$ cat config.mk
export PLATFORM = sky130hd
export DESIGN_NAME = lfsr_generator
export DESIGN_NICKNAME = d
export VERILOG_FILES = /design/src/rtl/lfsr_generator_pkg.sv /design/src/rtl/lfsr8_step.sv /design/src/rtl/lfsr_generator.sv
export SDC_FILE = /design/constraint.sdc
export NUM_CORES = 1
export LEC_CHECK = 0
export BUFFER_PORTS_ARGS = -buffer_cell sky130_fd_sc_hd__buf_2
export CORE_MARGIN = 1
export CORE_UTILIZATION = 50
export DETAILED_ROUTE_END_ITERATION = 12
export PLACE_DENSITY = 0.73
export SYNTH_ARGS = -nofsm -noshare
export SYNTH_HDL_FRONTEND = slang
export SYNTH_HIERARCHICAL = 1
export SYNTH_SLANG_ARGS = --single-unit
$ cat constraint.sdc
create_clock -name clk -period 4 [get_ports clk]
set_input_delay 0.4 -clock clk [delete_from_list [all_inputs] [get_ports clk]]
set_output_delay 0.4 -clock clk [all_outputs]
set_load 0.1 [all_outputs]
$ cat src/rtl/lfsr_generator_pkg.sv
// Shared definitions for the 8-bit LFSR pattern generator: word width, FSM states and the
// next-state polynomial (Galois taps on bits 2,3,4 with zero-state insertion, period 256).
package lfsr_generator_pkg;

    localparam int unsigned LfsrW = 8;

    typedef enum logic {
        StIdle,
        StRun
    } gen_state_e;

    // 0x80 steps to 0x00 and 0x00 steps to 0x1D, so the all-zero word sits inside the cycle.
    function automatic logic [LfsrW-1:0] lfsr8_next(input logic [LfsrW-1:0] s);
        logic fb;
        fb = s[7] ^ (s[6:0] == 7'd0);
        return {s[6], s[5], s[4], s[3] ^ fb, s[2] ^ fb, s[1] ^ fb, s[0], fb};
    endfunction

endpackage

$ cat src/rtl/lfsr8_step.sv
// Combinational single-step of the shared 8-bit LFSR; the generator and checker both instantiate
// this so the two sides cannot drift onto different polynomials.
module lfsr8_step
    import lfsr_generator_pkg::*;
(
    input  logic [LfsrW-1:0] state_i,
    output logic [LfsrW-1:0] next_o
);

    assign next_o = lfsr8_next(state_i);

endmodule

$ cat src/rtl/lfsr_generator.sv
// LFSR pattern source: emits one registered 8-bit word per beat in continuous or burst mode,
// with a loadable seed and one-shot error injection for link testing.
module lfsr_generator
    import lfsr_generator_pkg::*;
#(
    parameter logic [LfsrW-1:0] SEED_DEFAULT = 8'hFF,
    parameter int unsigned      BLEN_W       = 8
) (
    input  logic              clk,
    input  logic              i_rst_n,
    input  logic              i_seed_load,
    input  logic [LfsrW-1:0]  i_seed,
    input  logic              i_start,
    input  logic              i_stop,
    input  logic [BLEN_W-1:0] i_burst_len,
    input  logic              i_hold,
    input  logic              i_err_inject,
    input  logic [LfsrW-1:0]  i_err_mask,
    output logic [LfsrW-1:0]  o_lfsr,
    output logic              o_valid,
    output logic [LfsrW-1:0]  o_seed_reg,
    output logic              o_busy,
    output logic [7:0]        o_err_count
);

    gen_state_e        state_q;
    logic [BLEN_W-1:0] blen_q;
    logic [BLEN_W-1:0] beat_cnt_q;
    logic [BLEN_W-1:0] beat_cnt_inc;
    logic [LfsrW-1:0]  lfsr_q;
    logic [LfsrW-1:0]  lfsr_nx;
    logic [LfsrW-1:0]  seed_q;
    logic [LfsrW-1:0]  mask_q;
    logic              err_pending_q;
    logic              beat;
    logic              burst_done;

    lfsr8_step u_step (
        .state_i (lfsr_q),
        .next_o  (lfsr_nx)
    );

    // A seed load in the same cycle pre-empts any beat.
    assign beat         = (state_q == StRun) && !i_hold && !i_seed_load;
    assign beat_cnt_inc = beat_cnt_q + BLEN_W'(1);
    assign burst_done   = beat && (blen_q != '0) && (beat_cnt_inc == blen_q);

    assign o_seed_reg = seed_q;
    assign o_busy     = (state_q == StRun);

    always_ff @(posedge clk or negedge i_rst_n) begin
        if (!i_rst_n) begin
            state_q <= StIdle;
            blen_q  <= '0;
        end else if (i_seed_load) begin
            state_q <= StIdle;
        end else begin
            unique case (state_q)
                StIdle: begin
                    if (i_start) begin
                        state_q <= StRun;
                        blen_q  <= i_burst_len;
                    end
                end
                StRun: begin
                    if (i_stop || burst_done) begin
                        state_q <= StIdle;
                    end
                end
                default: state_q <= StIdle;
            endcase
        end
    end

    always_ff @(posedge clk or negedge i_rst_n) begin
        if (!i_rst_n) begin
            lfsr_q  <= SEED_DEFAULT;
            seed_q  <= SEED_DEFAULT;
            o_lfsr  <= '0;
            o_valid <= 1'b0;
        end else if (i_seed_load) begin
            lfsr_q  <= i_seed;
            seed_q  <= i_seed;
            o_valid <= 1'b0;
        end else if (beat) begin
            o_lfsr  <= lfsr_q ^ (err_pending_q ? mask_q : '0);
            o_valid <= 1'b1;
            lfsr_q  <= lfsr_nx;
        end else begin
            o_valid <= 1'b0;
        end
    end

    always_ff @(posedge clk or negedge i_rst_n) begin
        if (!i_rst_n) begin
            beat_cnt_q    <= '0;
            err_pending_q <= 1'b0;
            mask_q        <= '0;
            o_err_count   <= '0;
        end else begin
            if (i_seed_load || (state_q == StIdle && i_start)) begin
                beat_cnt_q <= '0;
            end else if (beat) begin
                beat_cnt_q <= beat_cnt_inc;
            end
            // A fresh inject wins over the clear so it lands on the following beat.
            if (i_err_inject) begin
                err_pending_q <= 1'b1;
                mask_q        <= i_err_mask;
            end else if (beat) begin
                err_pending_q <= 1'b0;
            end
            if (beat && err_pending_q && (o_err_count != 8'hFF)) begin
                o_err_count <= o_err_count + 8'd1;
            end
        end
    end

endmodule

==> run metrics, run 1 <==
CORE AREA=roughly 0.0055 mm²; global-route wire length before repair=9520 µm; peak supply drop=0.566 mV; htree depth=3; Post-Syn Nets=305; worst r2r src=o_busy; sequential area share after synthesis=about half; Post-DP HPWL=3950 µm; Cell Rows=27; WS Path Type=register to register; min-delay worst type=input pin to asynchronous set/reset pin; leakage=0.00152 µW; Critical Path RT=~4.2 ns; Slew HR=51.5%; synth unique cells=39; synth warn=6; WL per Instance=13.9 µm; total routed wirelength=about 5600 µm; initial antenna violation count=0; Post-CTS Hold Buffers=0; Setup crit end kind=register; Worst Setup Start Kind=register; Tcrit/Tclk final=around 56%; Die ar.=a little over 0.006 mm²; Fin. Hold Viols=0; total number of vias=2120; Routed Antenna Nets=0; share of cells above drive strength 1=between 30 and 40%; clk slew on worst S/H paths=about 0.070 ns; CP Max Fanout=15; Reg2Reg Depth=5; Starting Density=52.2%; Worst Slack Setup Final=1.75 ns; post_cts resized=0; clk buf depth=2; CTS root buffer=clkbuf_8; #FFs+latches synth=59; Power Density=661 mW/mm²; Mapped Avg Cell Area=10.6 µm²; Initial DRC Count=138; f_max=about 440 MHz; RR Endpoint=o_busy; Net count, final=358; RSZ-0062 raised after global routing=no; TNS Setup=0 ns; IO Pins=57; Routability Congestion=0.826; Reg2Reg Setup Slack=1.75 ns; Sink Count=59; Pre-Repair DR Iteration Count=5; setup bufs post-CTS=0; CTS buffer count=9; Worst Tran Pin Value=0.727 ns; Place WS=1.82 ns; Post-route DRC=0; Max-Cap Viols=0; worst-skew pair later-pin latency=0.33 ns; cell count after synthesis=272; status=finished clean; CP arrival=2.46 ns; ANT cells=0; Tot GR Track Use=20.6%; vias in the first global route=2020; die height=78.0 µm; max-slew violations=0; P&R area growth vs syn=15.8%; Tmin final=~2.3 ns; via-per-instance ratio=~5.3; Overflow after GRT=0; Die W=78.0 µm; IO buf count=56; CTS tree=yes; Syn Std Cell Area=roughly 0.0029 mm²; Final Setup Violations=0; Fin Clk Skew=0.00883 ns; largest net degree at the start of global routing=60
how the worst max path moves through the flow:
stage	start	to	slack, ns	cells after the start
2_1_floorplan	o_busy	o_err_count[7]	1.55	5
3_3_place_gp	i_seed_load	o_err_count[7]	1.87	7
3_5_place_dp	o_busy	o_busy	1.82	5
4_1_cts	o_busy	o_busy	1.83	5
5_1_grt	o_busy	o_busy	1.60	5
6_report	o_busy	o_busy	1.75	5
cell families after synthesis:
kind of cell / after synthesis / share of synthesized area [%]
AOI/OAI and AO/OA: 54 / 11.0
xor gates and xnor gates: 34 / 10.3
adders and majority gates: 2 / 0.866
buffers and inverters: 29 / 4.59
DFF: 59 / 51.8
muxes: 25 / 9.39
and+or+nand+nor: 69 / 12.1
stage by stage:
step | power, µW | cell area (µm²) | hold slack (ns) | util, % | std cells
5_1_grt | 2320 | 3350 | 0.260 | 60.4 | 402
6_report | 2210 | 3350 | 0.191 | 60.4 | 402
3_3_place_gp | 1770 | 3190 | 0.455 | 57.6 | 386
4_1_cts | 2230 | 3350 | 0.225 | 60.4 | 402
3_5_place_dp | 1780 | 3190 | 0.463 | 57.6 | 386
2_1_floorplan | 1620 | 2890 | 0.104 | - | 272
synth_stat cells:
master | count | share of area, %
a311o_1 | 1 | 0.35
ha_1 | 2 | 0.87
or3_1 | 4 | 0.87
o21bai_1 | 1 | 0.26
dfstp_2 | 16 | 15
nand4_1 | 6 | 1.3
o21ai_0 | 21 | 3.6
a211oi_1 | 1 | 0.26
inv_1 | 13 | 1.7
clkbuf_1 | 10 | 1.3
o311a_2 | 1 | 0.39
mux2i_1 | 8 | 2.8
dfrtp_1 | 43 | 37
o311ai_0 | 1 | 0.30
buf_4 | 4 | 1.0
nor3_1 | 3 | 0.52
and4_1 | 1 | 0.30
o21a_1 | 3 | 0.78
xnor2_1 | 19 | 5.8
nor3b_2 | 1 | 0.43
o31a_1 | 1 | 0.30
mux2_2 | 17 | 6.6
or4_1 | 1 | 0.26
a22oi_1 | 3 | 0.78
nand2_1 | 22 | 2.9
o31ai_1 | 1 | 0.26
nor4_2 | 1 | 0.43
nand3_1 | 5 | 0.87
nor3b_4 | 1 | 0.65
o211ai_1 | 1 | 0.26
nand2b_1 | 2 | 0.43
buf_6 | 1 | 0.39
xor2_1 | 15 | 4.5
a21oi_1 | 18 | 3.1
nor4_1 | 2 | 0.43
nor2_1 | 19 | 2.5
buf_2 | 1 | 0.17
a2111oi_0 | 1 | 0.30
nor3b_1 | 1 | 0.26
where the power goes:
part | switching [µW] | total, µW | internal [µW]
clock network | 221 | 444 | 223
logic | 699 | 909 | 210
registers | 127 | 859 | 733
total | 1050 | 2210 | 1170
worst max-delay path, cell delays in order, from the launching register on:
cell	delay, ns
dfrtp_1	0.64
nand2b_1	0.48
a2111oi_0	0.56
nand4_1	0.15
o31ai_1	0.22
nand3_1	0.09
metal layers:
layer	GRT usage, %	share of wire [%]	up-vias
met2	30.7	47	54
met3	3.72	4.2	8
met5	0	0	-
met4	11.5	1.5	0
met1	28.6	47	1020
li1	-	-	1038
cell usage in the layout (no fill, tap or decap), types with 2 or more instances in the layout:
| cell type | synthesis | layout |
|---|---|---|
| nand4_1 | 6 | 6 |
| clkinv_2 | 0 | 2 |
| xor2_1 | 15 | 15 |
| o21ai_0 | 21 | 21 |
| mux2_2 | 17 | 17 |
| nor4_1 | 2 | 2 |
| nand2_1 | 22 | 22 |
| clkbuf_1 | 10 | 4 |
| nand3_1 | 5 | 5 |
| a21oi_1 | 18 | 18 |
| or3_1 | 4 | 4 |
| clkbuf_8 | 0 | 9 |
| nand2b_1 | 2 | 2 |
| buf_4 | 4 | 2 |
| nor3_1 | 3 | 3 |
| mux2i_1 | 8 | 8 |
| o21a_1 | 3 | 3 |
| buf_2 | 1 | 56 |
| ha_1 | 2 | 2 |
| xnor2_1 | 19 | 19 |
| dfrtp_1 | 43 | 43 |
| nor2_1 | 19 | 19 |
| a22oi_1 | 3 | 3 |
| inv_1 | 13 | 13 |
| dfstp_2 | 16 | 16 |
area by class of cell:
type / instances / area [µm²]
clock buffers: 13 / 139
clock inverters: 3 / 17.5
fillers: 479 / 2190
inverters: 13 / 48.8
multi-input cells: 184 / 1260
flip-flops and latches: 59 / 1500
well taps: 72 / 90.1
repair buffers: 58 / 295
(Power assumes the default switching activity.)
==> inputs of run 2 (changes only) <==
--- a/config.mk
+++ b/config.mk
@@ -7,9 +7,9 @@
 export LEC_CHECK = 0
 export BUFFER_PORTS_ARGS = -buffer_cell sky130_fd_sc_hd__buf_2
 export CORE_MARGIN = 1
-export CORE_UTILIZATION = 50
+export CORE_UTILIZATION = 49
 export DETAILED_ROUTE_END_ITERATION = 12
-export PLACE_DENSITY = 0.73
+export PLACE_DENSITY = 0.75
 export SYNTH_ARGS = -nofsm -noshare
 export SYNTH_HDL_FRONTEND = slang
 export SYNTH_HIERARCHICAL = 1
==> constraint.sdc (replaced) <==
create_clock -name clk -period 1.8 [get_ports clk]
set_input_delay 0.18 -clock clk [delete_from_list [all_inputs] [get_ports clk]]
set_output_delay 0.18 -clock clk [all_outputs]
set_load 0.1 [all_outputs]
==> run metrics, run 2 (synthesis gave the netlist of run 1 again) <==
CTS root buffer=clkbuf_8 (unchanged); critical path cell sequence=nor3b_4 -> o311a_4 -> nand3_1 -> or3_1 -> xnor2_1 (was nand2b_1 -> a2111oi_0 -> nand4_1 -> o31ai_1 -> nand3_1); GRT met1 Usage=30.0% (was 28.6%); leading cell types in the layout, fill and taps excluded=56 x buf_2, 34 x dfrtp_1, 22 x nand2_1, 21 x o21ai_0 (was 56 x buf_2, 43 x dfrtp_1, 22 x nand2_1, 21 x o21ai_0); Power Density=1490 mW/mm² (was 661 mW/mm²); global-route wire length before repair=10300 µm (was 9520 µm); initial antenna violation count=0 (unchanged); IO buf count=56 (unchanged); WL per Instance=14.8 µm (was 13.9 µm); Final Setup Violations=0 (unchanged); Die W=78.8 µm (was 78.0 µm); Die ar.=0.00621 mm² (was 0.00609 mm²); leakage=0.00159 µW (was 0.00152 µW); CP max stage delay=0.53 ns (was 0.64 ns); CP arrival=1.96 ns (was 2.46 ns); Net count, final=368 (was 358); total chip power=5280 µW (was 2210 µW); Fin Clk Skew=0.00715 ns (was 0.00883 ns); CORE AREA=0.00561 mm² (was 0.00554 mm²); Initial DRC Count=184 (was 138); Post-DP HPWL=4380 µm (was 3950 µm); die height=78.8 µm (was 78.0 µm); min-delay worst type=input pin to register (was input pin to asynchronous set/reset pin); status=finished clean (unchanged); ANT cells=0 (unchanged); Worst path slowest cell=dfrtp_4 (was dfrtp_1); CP Max Fanout=15 (unchanged); Tcrit/Tclk final=94.7% (was 56.4%); Worst Tran Pin Value=0.504 ns (was 0.727 ns); Fin. Hold Viols=0 (unchanged); Tmin final=1.70 ns (was 2.25 ns); FILL cells=461 (was 479); Place WS=0.0654 ns (was 1.82 ns); Max-Cap Viols=0 (unchanged); P&R area growth vs syn=22.7% (was 15.8%); htree depth=3 (unchanged); gr busiest metal=met2 (unchanged); Pre-Repair DR Iteration Count=4 (was 5); Cell Rows=27 (unchanged); Starting Density=51.5% (was 52.2%); Routability Congestion=0.941 (was 0.826); CTS buffer count=9 (unchanged); FF/Latch Area=0.00152 mm² (was 0.00150 mm²); total number of vias=2200 (was 2120); total routed wirelength=6120 µm (was 5590 µm); Slew HR=66.4% (was 51.5%); Sink Count=59 (unchanged); Worst Setup Start Kind=register (unchanged); clk slew on worst S/H paths=0.07 ns (about the same); CTS tree=yes (unchanged); Multi-input gate area=0.00130 mm² (was 0.00126 mm²); commonest non-fill, non-tap cell in the layout=buf_2 (unchanged); Routed Antenna Nets=0 (unchanged); share of cells above drive strength 1=38.8% (was 32.4%); f_max=587 MHz (was 443 MHz); Critical Path RT=2.05 ns (was 4.20 ns); GR Util met3=5.75% (was 3.72%); IO Pins=57 (unchanged); met2 Resource Use GR=33.3% (was 30.7%); Post-route DRC=0 (unchanged); peak supply drop=1.43 mV (was 0.566 mV); Overflow after GRT=0 (unchanged); largest net degree at the start of global routing=30 (was 60); Tot GR Track Use=22.0% (was 20.6%); Setup crit end kind=register (unchanged); vias in the first global route=2206 (was 2020); via-per-instance ratio=5.34 (was 5.27); worst-skew pair later-pin latency=0.34 ns (was 0.33 ns); Worst Slack Setup Final=0.0961 ns (was 1.75 ns); clk buf depth=2 (unchanged); WS Path Type=register to register (unchanged); max-slew violations=0 (unchanged); RSZ-0062 raised after global routing=no (unchanged)
-- run 2: through the flow --
step / hold slack (ns) / utilization (%) / area [µm²] / setup TNS, ns / instances
3_5_place_dp: 0.177 / 58.9 / 3300 / 0 / 395
2_1_floorplan: -0.116 / - / 2920 / -0.184 / 272
4_1_cts: 0.0591 / 62.7 / 3510 / 0 / 412
3_3_place_gp: 0.173 / 58.9 / 3300 / 0 / 395
6_report: 0.0706 / 63.2 / 3550 / 0 / 412
5_1_grt: 0.0629 / 63.2 / 3550 / 0 / 412
-- run 2: repair_timing --
| action | 4_1_cts | 5_1_grt |
|---|---|---|
| buffers inserted | 0 | 0 |
| gates resized for setup | 0 | 6 |
| setup endpoints to repair | 0 | 2 |
| hold buffers | 1 | 0 |
| hold endpoints to repair | 19 | 0 |
-- run 2: final timing paths --
check | from | endpoint | slack [ns] | cells past startpoint
min in group asynchronous | i_rst_n | o_err_count[5] | 0.34 | 2
max reg2reg | o_busy | o_err_count[7] | 0.1 | 5
max | o_busy | o_err_count[7] | 0.1 | 5
max in group asynchronous | i_rst_n | o_seed_reg[1] | 0.87 | 3
min | i_err_mask[3] | mask_q[3] | 0.07 | 2
min reg2reg | o_seed_reg[2] | o_seed_reg[2] | 0.47 | 2
-- run 2: metal layers --
metal  share of wire (%)  routed length [µm]  vias up
li1                    -                   -     1061
met1                  46                2790     1059
met2                  47                2910       71
met3                 5.7                 348        9
met4                 1.2                  71        0
met5                   0                   0        -
-- run 2: critical path: cells and delay by family, from the launching register on --
kind,cells,cell delay (ns)
AND/OR/NAND/NOR,3,0.67
flip-flops,1,0.53
AO/OA/AOI/OAI,1,0.25
XOR/XNOR,1,0.18
-- run 2: cell type report --
type / count / share of cell area, %
multi-input combinational: 184 / 36.7
clock buffer: 12 / 4.38
timing repair buffer: 68 / 10.9
clock inverter: 4 / 1.38
inverter: 13 / 1.38
sequential: 59 / 42.7
tap: 72 / 2.54
-- run 2: report_power, final --
part / internal [µW] / switching (µW) / total, µW
combinational: 503 / 1600 / 2100
clock: 713 / 520 / 1230
sequential: 1650 / 293 / 1950
==> inputs of run 3 (changes only) <==
--- a/config.mk
+++ b/config.mk
@@ -5,11 +5,11 @@
 export SDC_FILE = /design/constraint.sdc
 export NUM_CORES = 1
 export LEC_CHECK = 0
-export BUFFER_PORTS_ARGS = -buffer_cell sky130_fd_sc_hd__buf_2
 export CORE_MARGIN = 1
-export CORE_UTILIZATION = 49
+export CORE_UTILIZATION = 50
 export DETAILED_ROUTE_END_ITERATION = 12
-export PLACE_DENSITY = 0.75
+export DONT_BUFFER_PORTS = 1
+export PLACE_DENSITY = 0.68
 export SYNTH_ARGS = -nofsm -noshare
 export SYNTH_HDL_FRONTEND = slang
 export SYNTH_HIERARCHICAL = 1
==> constraint.sdc (replaced) <==
create_clock -name clk -period 1.8 [get_ports clk]
set_input_delay 0.09 -clock clk [delete_from_list [all_inputs] [get_ports clk]]
set_output_delay 0.09 -clock clk [all_outputs]
set_load 0.1 [all_outputs]
==> run metrics, run 3 (synthesis gave the netlist of run 1 again) <==
WL per Instance=14.8 µm (about the same); placed cells=361 (was 395); CTS tree=yes (unchanged); Sink Count=59 (unchanged); ANT cells=0 (unchanged); Fin Clk Skew=0.00569 ns (was 0.00715 ns); Worst Setup Start Kind=register (unchanged); Place WS=0.0846 ns (was 0.0654 ns); Final Setup Violations=0 (unchanged); share of cells above drive strength 1=28.4% (was 38.8%); Max-Cap Viols=0 (unchanged); Starting Density=52.2% (was 51.5%); WL met3=334 µm (was 348 µm); Cell Rows=27 (unchanged); Initial DRC Count=71 (was 184); largest net degree at the start of global routing=60 (was 30); P&R area growth vs syn=27.3% (was 22.7%); Routability Congestion=0.882 (was 0.941); Final Non-Filler Cells=406 (was 412); Power Density=1430 mW/mm² (was 1490 mW/mm²); Die ar.=0.00609 mm² (was 0.00621 mm²); Critical Path RT=2.01 ns (was 2.05 ns); f_max=599 MHz (was 587 MHz); IO buf count=0 (was 56); M1 WL=2680 µm (was 2790 µm); vias in the first global route=2160 (was 2206); DR WL met2=2950 µm (was 2910 µm); RSZ-0062 raised after global routing=no (unchanged); setup bufs post-CTS=0 (unchanged); Overflow after GRT=0 (unchanged); Routed Antenna Nets=0 (unchanged); CTS buffer count=9 (unchanged); Post-route DRC=0 (unchanged); Fin. Hold Viols=0 (unchanged); total routed wirelength=6020 µm (was 6120 µm); CTS root buffer=clkbuf_8 (unchanged); Worst Tran Pin Value=1.06 ns (was 0.504 ns); leading cell types in the layout, fill and taps excluded=34 x dfrtp_1, 33 x buf_4, 28 x dlygate4sd3_1, 22 x nand2_1, 21 x o21ai_0 (was 56 x buf_2, 34 x dfrtp_1, 22 x nand2_1, 21 x o21ai_0); via-per-instance ratio=5.30 (was 5.34); Slew HR=28.8% (was 66.4%); IO Pins=57 (unchanged); Setup crit end kind=register (unchanged); Die W=78.0 µm (was 78.8 µm); max-slew violations=0 (unchanged); clk slew on worst S/H paths=0.06 ns (was 0.07 ns); commonest non-fill, non-tap cell in the layout=dfrtp_1 (was buf_2); Pre-Repair DR Iteration Count=4 (unchanged); Tmin final=1.67 ns (was 1.70 ns); total number of vias=2150 (was 2200); WS Path Type=register to register (unchanged); global-route wire length before repair=10100 µm (was 10300 µm); Post-DP HPWL=3940 µm (was 4380 µm); min-delay worst type=input pin to register (unchanged); htree depth=3 (unchanged); status=finished clean (unchanged); leakage=0.00159 µW (about the same); Post-DP Area=0.00317 mm² (was 0.00330 mm²); Tcrit/Tclk final=92.7% (was 94.7%); CORE AREA=0.00554 mm² (was 0.00561 mm²); Tot GR Track Use=22.0% (about the same); CP Max Fanout=6 (was 15); CP arrival=1.88 ns (was 1.96 ns); initial antenna violation count=0 (unchanged); DR top layer=met4 (unchanged); Net count, final=362 (was 368); clk buf depth=2 (unchanged); peak supply drop=0.782 mV (was 1.43 mV); post-route cell area=0.00368 mm² (was 0.00355 mm²); Worst Slack Setup Final=0.131 ns (was 0.0961 ns); die height=78.0 µm (was 78.8 µm); worst-skew pair later-pin latency=0.33 ns (was 0.34 ns); total chip power=5260 µW (was 5280 µW)
==> run 3: area by class of cell <==
class | count | area [µm²]
inverters | 13 | 48.8
repair buffers | 62 | 556
flip-flops and latches | 59 | 1520
clock inverters | 1 | 5.00
multi-input cells | 184 | 1280
fillers | 457 | 1860
clock buffers | 15 | 186
well taps | 72 | 90.1
==> run 3: report_power, final <==
group,total (µW),switching [µW],leakage [µW],internal [µW]
logic,2270,1660,0.000811,607
registers,1870,215,0.000678,1650
clock network,1130,483,0.0000997,649
total,5260,2360,0.00159,2910
==> run 3: critical path: stages (launching register included) <==
cell and delay [ns]:
dfrtp_4 0.47, ha_1 0.23, nand2_1 0.09, o311a_4 0.20, nand3_1 0.09, or3_1 0.34
xnor2_1 0.13
==> run 3: worst paths after layout <==
| check | from | to | slack [ns] | cells after the start |
|---|---|---|---|---|
| setup / recovery | o_err_count[0] | o_err_count[7] | 0.13 | 6 |
| hold / removal | i_hold | beat_cnt_q[0] | 0.03 | 3 |
| setup reg to reg | o_err_count[0] | o_err_count[7] | 0.13 | 6 |
| hold reg to reg | o_seed_reg[4] | o_seed_reg[4] | 0.47 | 2 |
| max in group asynchronous | i_rst_n | o_seed_reg[6] | 1.21 | 2 |
| min in group asynchronous | i_rst_n | o_err_count[7] | 0.28 | 2 |
==> run 3: stage by stage <==
stage / hold WS, ns / TNS (ns) / util, %
2_1_floorplan: -0.206 / -0.184 / -
3_3_place_gp: -0.204 / 0 / 57.3
3_5_place_dp: -0.204 / 0 / 57.3
4_1_cts: 0.0137 / 0 / 66.3
5_1_grt: 0.0228 / 0 / 66.4
6_report: 0.0273 / 0 / 66.4
==> run 3: timing repair <==
action | CTS | global route
gates resized for setup | 0 | 2
setup endpoints to repair | 0 | 2
hold endpoints to repair | 101 | 0
hold buffers | 29 | 0
==> run 3: per-layer routing <==
| metal | vias up | global-route usage (%) |
|---|---|---|
| li1 | 1053 | - |
| met1 | 1034 | 28.5 |
| met2 | 57 | 34.2 |
| met3 | 6 | 8.60 |
| met4 | 0 | 6.48 |
| met5 | - | 0 |
